$ cat config.mk
export PLATFORM = sky130hd
export DESIGN_NAME = mips_bus_initiator
export DESIGN_NICKNAME = d
export VERILOG_FILES = /design/src/rtl/mips_bus_pkg.sv /design/src/rtl/mips_load_align.sv /design/src/rtl/mips_bus_initiator.sv
export SDC_FILE = /design/constraint.sdc
export NUM_CORES = 1
export LEC_CHECK = 0
export ABC_AREA = 1
export CORE_ASPECT_RATIO = 0.7
export CORE_MARGIN = 1
export CORE_UTILIZATION = 50
export DETAILED_ROUTE_END_ITERATION = 10
export DONT_BUFFER_PORTS = 1
export GPL_TIMING_DRIVEN = 0
export PLACE_DENSITY = 0.73
export SYNTH_ARGS = -nofsm -noshare
export SYNTH_HDL_FRONTEND = slang
export SYNTH_SLANG_ARGS = --single-unit
$ cat constraint.sdc
create_clock -name clk -period 1.8 [get_ports clk]
set_clock_uncertainty 0.05 [all_clocks]
set_input_delay 0.36 -clock clk [delete_from_list [all_inputs] [get_ports clk]]
set_output_delay 0.36 -clock clk [all_outputs]
set_load 0.005 [all_outputs]
$ cat src/rtl/mips_bus_pkg.sv
// mips_bus_pkg: size encodings, FSM state type and lane helpers shared by
// the MIPS bus initiator and its load-alignment sub-module.
package mips_bus_pkg;

    localparam logic [1:0] SIZE_BYTE = 2'd0;
    localparam logic [1:0] SIZE_HALF = 2'd1;
    localparam logic [1:0] SIZE_WORD = 2'd2;

    typedef enum logic [1:0] {
        IDLE  = 2'd0,
        BUS   = 2'd1,
        RDATA = 2'd2,
        RESP  = 2'd3
    } bus_state_e;

    // Little-endian lane mask for an access of the given size at a byte offset.
    function automatic logic [3:0] gen_byteenable(input logic [1:0] size,
                                                  input logic [1:0] offset);
        logic [3:0] be;
        case (size)
            SIZE_BYTE: be = 4'b0001 << offset;
            SIZE_HALF: be = offset[1] ? 4'b1100 : 4'b0011;
            SIZE_WORD: be = 4'b1111;
            default:   be = 4'b0000;
        endcase
        return be;
    endfunction

    // True when the access is naturally aligned and the size code is legal.
    function automatic logic is_aligned(input logic [1:0] size,
                                        input logic [1:0] offset);
        logic ok;
        case (size)
            SIZE_BYTE: ok = 1'b1;
            SIZE_HALF: ok = ~offset[0];
            SIZE_WORD: ok = (offset == 2'b00);
            default:   ok = 1'b0;
        endcase
        return ok;
    endfunction

endpackage

$ cat src/rtl/mips_load_align.sv
// mips_load_align: picks the addressed lane out of a bus read word and
// sign- or zero-extends it to 32 bits.
module mips_load_align
    import mips_bus_pkg::*;
(
    input  logic [31:0] rdata,
    input  logic [1:0]  offset,
    input  logic [1:0]  size,
    input  logic        is_signed,
    output logic [31:0] data
);

    logic [7:0]  byte_s;
    logic [15:0] half_s;

    // Lane select followed by extension according to access size.
    always_comb begin
        case (offset)
            2'd0:    byte_s = rdata[7:0];
            2'd1:    byte_s = rdata[15:8];
            2'd2:    byte_s = rdata[23:16];
            default: byte_s = rdata[31:24];
        endcase
        half_s = offset[1] ? rdata[31:16] : rdata[15:0];
        case (size)
            SIZE_BYTE: data = {{24{is_signed & byte_s[7]}}, byte_s};
            SIZE_HALF: data = {{16{is_signed & half_s[15]}}, half_s};
            SIZE_WORD: data = rdata;
            default:   data = 32'd0;
        endcase
    end

endmodule

$ cat src/rtl/mips_bus_initiator.sv
// mips_bus_initiator: turns one CPU load/store request into one bus
// transaction with byte enables, lane-replicated write data and aligned
// load return. Optional waitrequest watchdog: MIPS_BUS_INITIATOR_TIMEOUT_EN.
module mips_bus_initiator
    import mips_bus_pkg::*;
#(
    parameter int unsigned TIMEOUT_CYCLES = 32'd256
) (
    input  logic        clk,
    input  logic        reset,
    input  logic        req_valid,
    output logic        req_ready,
    input  logic        req_write,
    input  logic [1:0]  req_size,
    input  logic        req_signed,
    input  logic [31:0] req_addr,
    input  logic [31:0] req_wdata,
    output logic        rsp_valid,
    output logic        rsp_err,
    output logic [31:0] rsp_rdata,
    output logic [31:0] address,
    output logic        read,
    output logic        write,
    input  logic        waitrequest,
    output logic [31:0] writedata,
    output logic [3:0]  byteenable,
    input  logic [31:0] readdata
);

    bus_state_e  state_q, state_d;
    logic        req_ready_q, req_ready_d;
    logic        rsp_valid_q, rsp_valid_d;
    logic        rsp_err_q, rsp_err_d;
    logic [31:0] rsp_rdata_q, rsp_rdata_d;
    logic [31:0] address_q, address_d;
    logic        read_q, read_d;
    logic        write_q, write_d;
    logic [31:0] writedata_q, writedata_d;
    logic [3:0]  byteenable_q, byteenable_d;
    logic [1:0]  size_q, size_d;
    logic [1:0]  offset_q, offset_d;
    logic        signed_q, signed_d;
    logic [31:0] load_data_s;
    logic [31:0] lane_wdata_s;

`ifdef MIPS_BUS_INITIATOR_TIMEOUT_EN
    logic [31:0] tmo_cnt_q, tmo_cnt_d;
`else
    logic [31:0] unused_timeout_s;
    assign unused_timeout_s = TIMEOUT_CYCLES;
`endif

    mips_load_align u_load_align (
        .rdata     (readdata),
        .offset    (offset_q),
        .size      (size_q),
        .is_signed (signed_q),
        .data      (load_data_s)
    );

    // Replicate right-justified store data across every lane of its size.
    always_comb begin
        case (req_size)
            SIZE_BYTE: lane_wdata_s = {4{req_wdata[7:0]}};
            SIZE_HALF: lane_wdata_s = {2{req_wdata[15:0]}};
            SIZE_WORD: lane_wdata_s = req_wdata;
            default:   lane_wdata_s = 32'd0;
        endcase
    end

    // Next-state and next-output logic for the request/bus/response FSM.
    always_comb begin
        state_d      = state_q;
        req_ready_d  = req_ready_q;
        rsp_valid_d  = rsp_valid_q;
        rsp_err_d    = rsp_err_q;
        rsp_rdata_d  = rsp_rdata_q;
        address_d    = address_q;
        read_d       = read_q;
        write_d      = write_q;
        writedata_d  = writedata_q;
        byteenable_d = byteenable_q;
        size_d       = size_q;
        offset_d     = offset_q;
        signed_d     = signed_q;
`ifdef MIPS_BUS_INITIATOR_TIMEOUT_EN
        tmo_cnt_d    = tmo_cnt_q;
`endif
        case (state_q)
            IDLE: begin
                if (req_valid) begin
                    req_ready_d = 1'b0;
                    if (!is_aligned(req_size, req_addr[1:0])) begin
                        // Rejected without touching the bus.
                        state_d     = RESP;
                        rsp_valid_d = 1'b1;
                        rsp_err_d   = 1'b1;
                        rsp_rdata_d = 32'd0;
                    end else begin
                        state_d      = BUS;
                        address_d    = {req_addr[31:2], 2'b00};
                        writedata_d  = lane_wdata_s;
                        byteenable_d = gen_byteenable(req_size, req_addr[1:0]);
                        read_d       = ~req_write;
                        write_d      = req_write;
                        size_d       = req_size;
                        offset_d     = req_addr[1:0];
                        signed_d     = req_signed;
`ifdef MIPS_BUS_INITIATOR_TIMEOUT_EN
                        tmo_cnt_d    = 32'd0;
`endif
                    end
                end else begin
                    req_ready_d = 1'b1;
                end
            end
            BUS: begin
                if (!waitrequest) begin
                    read_d       = 1'b0;
                    write_d      = 1'b0;
                    byteenable_d = 4'b0000;
                    if (write_q) begin
                        state_d     = RESP;
                        rsp_valid_d = 1'b1;
                        rsp_err_d   = 1'b0;
                        rsp_rdata_d = 32'd0;
                    end else begin
                        state_d = RDATA;
                    end
                end else begin
`ifdef MIPS_BUS_INITIATOR_TIMEOUT_EN
                    if (tmo_cnt_q >= TIMEOUT_CYCLES - 32'd1) begin
                        read_d       = 1'b0;
                        write_d      = 1'b0;
                        byteenable_d = 4'b0000;
                        state_d      = RESP;
                        rsp_valid_d  = 1'b1;
                        rsp_err_d    = 1'b1;
                        rsp_rdata_d  = 32'd0;
                        tmo_cnt_d    = 32'd0;
                    end else begin
                        tmo_cnt_d = tmo_cnt_q + 32'd1;
                    end
`else
                    state_d = BUS;
`endif
                end
            end
            RDATA: begin
                state_d     = RESP;
                rsp_valid_d = 1'b1;
                rsp_err_d   = 1'b0;
                rsp_rdata_d = load_data_s;
            end
            RESP: begin
                state_d     = IDLE;
                req_ready_d = 1'b1;
                rsp_valid_d = 1'b0;
                rsp_err_d   = 1'b0;
                rsp_rdata_d = 32'd0;
            end
            default: begin
                state_d      = IDLE;
                req_ready_d  = 1'b1;
                rsp_valid_d  = 1'b0;
                rsp_err_d    = 1'b0;
                rsp_rdata_d  = 32'd0;
                read_d       = 1'b0;
                write_d      = 1'b0;
                byteenable_d = 4'b0000;
            end
        endcase
    end

    // State and registered outputs; reset is synchronous and active-low.
    always_ff @(posedge clk) begin
        if (!reset) begin
            state_q      <= IDLE;
            req_ready_q  <= 1'b1;
            rsp_valid_q  <= 1'b0;
            rsp_err_q    <= 1'b0;
            rsp_rdata_q  <= 32'd0;
            address_q    <= 32'd0;
            read_q       <= 1'b0;
            write_q      <= 1'b0;
            writedata_q  <= 32'd0;
            byteenable_q <= 4'b0000;
            size_q       <= 2'd0;
            offset_q     <= 2'd0;
            signed_q     <= 1'b0;
`ifdef MIPS_BUS_INITIATOR_TIMEOUT_EN
            tmo_cnt_q    <= 32'd0;
`endif
        end else begin
            state_q      <= state_d;
            req_ready_q  <= req_ready_d;
            rsp_valid_q  <= rsp_valid_d;
            rsp_err_q    <= rsp_err_d;
            rsp_rdata_q  <= rsp_rdata_d;
            address_q    <= address_d;
            read_q       <= read_d;
            write_q      <= write_d;
            writedata_q  <= writedata_d;
            byteenable_q <= byteenable_d;
            size_q       <= size_d;
            offset_q     <= offset_d;
            signed_q     <= signed_d;
`ifdef MIPS_BUS_INITIATOR_TIMEOUT_EN
            tmo_cnt_q    <= tmo_cnt_d;
`endif
        end
    end

    assign req_ready  = req_ready_q;
    assign rsp_valid  = rsp_valid_q;
    assign rsp_err    = rsp_err_q;
    assign rsp_rdata  = rsp_rdata_q;
    assign address    = address_q;
    assign read       = read_q;
    assign write      = write_q;
    assign writedata  = writedata_q;
    assign byteenable = byteenable_q;

endmodule

### Word-level counts from Yosys, hierarchy flattened

Index checks and enable logic that the tools add are counted.

* eq/ne operators: 14
* shift-type cells: 1
* multiplexer cells: 40
* bitwise logic cells: 4
* reductions and logical operators: 11

Operators with widths (count)
* 32-bit one-hot mux with 3 select lines: 2
* 32-bit two-way mux: 4
* 32-bit one-hot mux with 4 select lines: 1
* 8-bit one-hot mux with 3 select lines: 1
* 16-bit two-way mux: 1
* 4-bit two-way mux: 4
* 1-bit two-way mux: 15
* 4-bit one-hot mux with 3 select lines: 1
* 2-bit == test (second input constant): 5
* 2-bit zero test: 5
* 2-bit != test (second input constant): 5
* 2-bit by 1-bit == test with 1-bit output (second input constant): 4
* 2-bit one-hot mux with 4 select lines: 1
* 4-bit one-hot mux with 2 select lines: 1
* 4-bit AND reduction: 2
* 2-bit two-way mux: 3
* 1-bit one-hot mux with 2 select lines: 3
* 1-bit one-hot mux with 3 select lines: 2
* 1-bit one-hot mux with 4 select lines: 1
* 2-bit nonzero test: 2
* 1-bit by 2-bit left shift with 4-bit output (first input constant): 1
* 3-bit AND reduction: 1
* 1-bit bitwise AND: 2
* 1-bit NOT: 2
* 2-bit OR reduction: 1

* register bits after elaboration: 110
* input port bits: 104
* output and inout bits: 105
* logic and storage cells: 83

### Depth between registers and ports, before layout

* depth after elaboration: 7
* mapped depth: 10
* gate-level depth less buffers: 9

### Modules after synthesis

Synthesis repeated with hierarchy kept, for this count alone.

* cell total of the unflattened synthesis: 928
* area, all modules: 5753.0 um^2

Modules (own cells, without submodules)
* mips_bus_initiator: times used 1, cells each 717, area each 4797.1 um^2, seq. area each 2202.1 um^2
* mips_load_align: times used 1, cells each 211, area each 955.9 um^2, seq. area each 0.0 um^2

### Least setup slack after synthesis

Ideal clock, no wire load.

* kind: register -> register
* start: register state_q[0]
* end: register byteenable_q[0], in the netlist byteenable[0]
* setup time: 0.128 ns
* arrival time: 1.526 ns
* data required time: 1.622 ns
* setup slack: 0.097 ns
* stages on the path, launching flop included: 8
* path buffers: 0
* clock period less this slack: 1.703 ns
* path through: dfxtp_1 -> inv_1 -> ha_1 -> or2_2 -> a21oi_1 -> nand2_1 -> nand2_1 -> nor2_1

* longest elaborated chain between the ends: 3
* elaborated cells between the ends (all ways): 8
* those cells by class: 4 x eq/ne; 1 x mux; 3 x reduce/logical

Ends and longest elaborated chain
* start: declaration: line mips_bus_initiator.sv:30 `bus_state_e state_q, state_d;`
* start signal: assignment: line mips_bus_initiator.sv:195 `state_q <= state_d;`
* 2-bit by 1-bit == test with 1-bit output / 2-bit zero test (equally long branches): line mips_bus_initiator.sv:89 `case (state_q)`
* 2-bit != test (no line) / 2-bit nonzero test (equally long branches)
* 4-bit AND reduction (no line)
* end signal: assignment: line mips_bus_initiator.sv:204 `byteenable_q <= byteenable_d;`
* end: declaration: line mips_bus_initiator.sv:39 `logic [3:0] byteenable_q, byteenable_d;`

Parallel ways exist; a longest one is shown, timed or not.
A chain may end at the register's enable or synchronous reset.

### Worst setup path after layout

* start: register state_q[0]
* end: register rsp_rdata_q[10], in the netlist rsp_rdata[10]

* longest elaborated chain between the ends: 3
* elaborated cells between the ends (all ways): 10
* those cells by class: 7 x eq/ne; 1 x mux; 2 x reduce/logical

Ends and longest elaborated chain
* 2-bit by 1-bit == test with 1-bit output / 2-bit zero test (equally long branches): line mips_bus_initiator.sv:89
* 2-bit != test (no line)
* 4-bit AND reduction (no line)
* end signal: assignment: line mips_bus_initiator.sv:199 `rsp_rdata_q <= rsp_rdata_d;`
* end: declaration: line mips_bus_initiator.sv:34 `logic [31:0] rsp_rdata_q, rsp_rdata_d;`

Parallel ways exist; a longest one is shown, timed or not.

==> impl_metrics.toml <==
[critical_path]
arrival_ns = 1.95
path_depth = 10
cp_num_buf_inv = 2
r2r_cells = 10
crit_family = "simple AND/OR/NAND/NOR gates"
crit_start = "state_q[0]"
start_kind = "register"
worstReg2RegStart = "state_q[0]"
slowest_delay_ns = 0.38
worstSetupPathType = "reg2reg"
path_cells = "inv_2 -> ha_4 -> nand2_2 -> nand2_4 -> nor2_4 -> nand2_4 -> nor2_8 -> buf_12 -> nand2_2 -> a21oi_2"
critPathCaptureType = "register"
cp.required_ns = 2.02
worstSetupEndpoint = "rsp_rdata[10]"
cpMaxStageDelayCell = "dfxtp_4"
r2r_setup_slack_ns = 0.07
crit_fanout = 10
r2r-end = "rsp_rdata[10]"

[clock_tree]
clockBufferDepth = 2
cts-htree-levels = 3
cts_sinks = 110
cts_root_buf = "clkbuf_16"
cts_tree = "done"
insertion_delay_ns = 0.35
postCtsHoldBufs = 0
path_clk_slew_ns = 0.08
numCtsBuffers = 9

[synth]
async_flop_share_pct = 0
synth.top_cells.by_count = "353 x nand2_1, 110 x dfxtp_1, 96 x a21oi_1, 35 x inv_1, 34 x nand3_1"
synth.most_common_cell = "nand2_1"
syn_inst = 787
synth_edf_count = 0
synthTopCellsByArea = "dfxtp_1 41%, nand2_1 25%, a21oi_1 9.0%, nand3_1 3.2%, inv_1 2.5%"
ys_seq_elements = 110
synth_top_area_share_pct = 41.2
synth.yosys.seq_area_share_pct = 41.2
yosys_warnings = 0
yosysTopAreaCell = "dfxtp_1"
synth.avg_cell_area_um2 = 6.78
ys.flop_type = "dfxtp_1"
synth_cell_types = 29
syn_area_um2 = 5340

[place]
gp_congestion = 0.929
place_hpwl_mm = 12.0
port_buffers = 0
dp.cells = 920

[routing]
viasPerCell = 5.45
drt_iter0_drc = 340
wl_per_cell_um = 16.5
dr_total_vias = 5133
antenna_left = 0
finalWirelength_mm = 15.6
firstDrtPassIters = 8
remaining_drc_errors = 10

[layout]
fin_cells = 941
nNetsFinal = 913
diodes = 0
drive_gt1_share_pct = 13.0
syn_to_final_growth_pct = 10.2
finish.utilization_pct = 56.8

[sta]
min_period_ns = 1.73
fmax_ghz = 0.580
finalHoldViolCount = 0
rsz0062_at_grt = "true"
final.setup.tns_ns = 0
fin_crit_sh_pct = 95.8
tightestPinTransition_ns = 0.662
setup_viol = 0
relSlewSlack_pct = 55.9
final_max_slew_viol_count = 0

[floorplanning]
initial_utilization_pct = 51.6
die_x_um = 126
fp.coreArea_um2 = 10400
die_y_um = 88.5
die-area_um2 = 11100
io-pin-count = 209
rows = 31

[power]
switching_power_mw = 2.36
powerDensity_nw_per_um2 = 1130
leakage_nw = 2.49
swShare_pct = 35.4
ir_worst_vdd_mv = 0.557
seqPwrFrac_pct = 43.1
power.internal_mw = 4.31
clkPwrFrac_pct = 29.0
combPwrFrac_pct = 27.9

[outcome]
status = "finished with violations"
violations = "DRC"

[global_route]
grt_use_total_pct = 27.3
antenna_found_initial = 0
grt_max_degree = 20
grt_pass1_vias = 4553
grt_pass1_wl_mm = 23.5
overflow = 0

[hold_path]
holdCritStartpoint = "req_addr[27]"
hold_path.class = "in2reg"

[flow_run]
drv_cap = 0
power by group through the flow:
stage / clock [mW] / sequential [mW] / combinational (mW)
after global placement: 0 / 2.91 / 1.66
after global routing: 2.06 / 2.90 / 2.09
after floorplan: 0 / 2.85 / 1.35
after detailed placement: 0 / 2.92 / 1.70
after CTS: 1.96 / 2.87 / 1.77
final: 1.93 / 2.87 / 1.86
routing by layer:
| metal | wire length (um) | global-route usage [%] | part of all wire (%) | vias up |
|---|---|---|---|---|
| met5 | 0 | 0 | 0 | - |
| met4 | 259 | 8.54 | 1.7 | 0 |
| met3 | 1490 | 7.92 | 9.6 | 19 |
| met2 | 7000 | 44.3 | 45 | 232 |
| met1 | 6810 | 35.4 | 44 | 2342 |
| li1 | - | - | - | 2540 |
flip-flops by register name (all words and copies together), names as in the netlist:
name and count:
writedata 32, read 1, state_q 2, rsp_valid 1, size_q 2, rsp_rdata 32, signed_q 1, write 1
address 30, req_ready 1, offset_q 2, byteenable 4, rsp_err 1
stage by stage:
| stage | hold WS, ns | worst slack (ns) | total power, mW | cell area [um^2] |
|---|---|---|---|---|
| 2_1_floorplan | 0.406 | 0.0968 | 4.21 | 5340 |
| 3_3_place_gp | 0.422 | -0.142 | 4.57 | 5510 |
| 3_5_place_dp | 0.425 | -0.179 | 4.62 | 5510 |
| 4_1_cts | 0.0782 | -0.0338 | 6.60 | 5830 |
| 5_1_grt | 0.0760 | -0.0182 | 7.05 | 5880 |
| 6_report | 0.0842 | 0.0748 | 6.67 | 5880 |
final cells by class:
class | instances | area, um^2
clock inverters | 7 | 56.3
inverters | 40 | 150
multi-input cells | 591 | 2750
repair buffers | 5 | 37.5
fillers | 1029 | 4470
plain buffers | 47 | 293
flip-flops and latches | 110 | 2210
clock buffers | 9 | 225
well taps | 132 | 165
what timing repair did:
action	4_1_cts	5_1_grt
cloned	0	1
buffers inserted	4	0
resized for setup	5	23
pin swaps	2	3
setup endpoints to repair	40	38
cells by family after synthesis:
kind of cell               after synthesis  synth area share (%)
DFF                                    110                  41.2
and+or+nand+nor                        438                  34.1
other                                    1                0.0702
AOI/OAI and AO/OA                      146                  15.4
buffers and inverters                   87                  7.94
adders and majority gates                5                  1.17
cells in the final DEF (no fill, tap or decap), types with 8 or more instances in the layout:
cell type,netlist,layout
buf_2,12,10
nand2_2,14,14
a21oi_1,96,94
dfxtp_1,110,108
a22oi_1,8,8
a21oi_2,10,12
buf_4,6,12
o21ai_0,22,22
nor2_1,21,21
nand3_1,34,34
clkbuf_1,21,17
inv_1,35,32
clkbuf_16,0,9
a22o_1,8,8
nand2_1,353,352
worst min path at each step:
| stage | endpoint | slack (ns) | cells after the start |
|---|---|---|---|
| after detailed placement | rsp_rdata[22] | 0.43 | 2 |
| after floorplan | rsp_err | 0.41 | 2 |
| after global routing | address[15] | 0.08 | 2 |
| after CTS | address[27] | 0.08 | 2 |
| after global placement | rsp_rdata[5] | 0.42 | 2 |
| final | address[27] | 0.08 | 2 |
(Power assumes the default switching activity.)
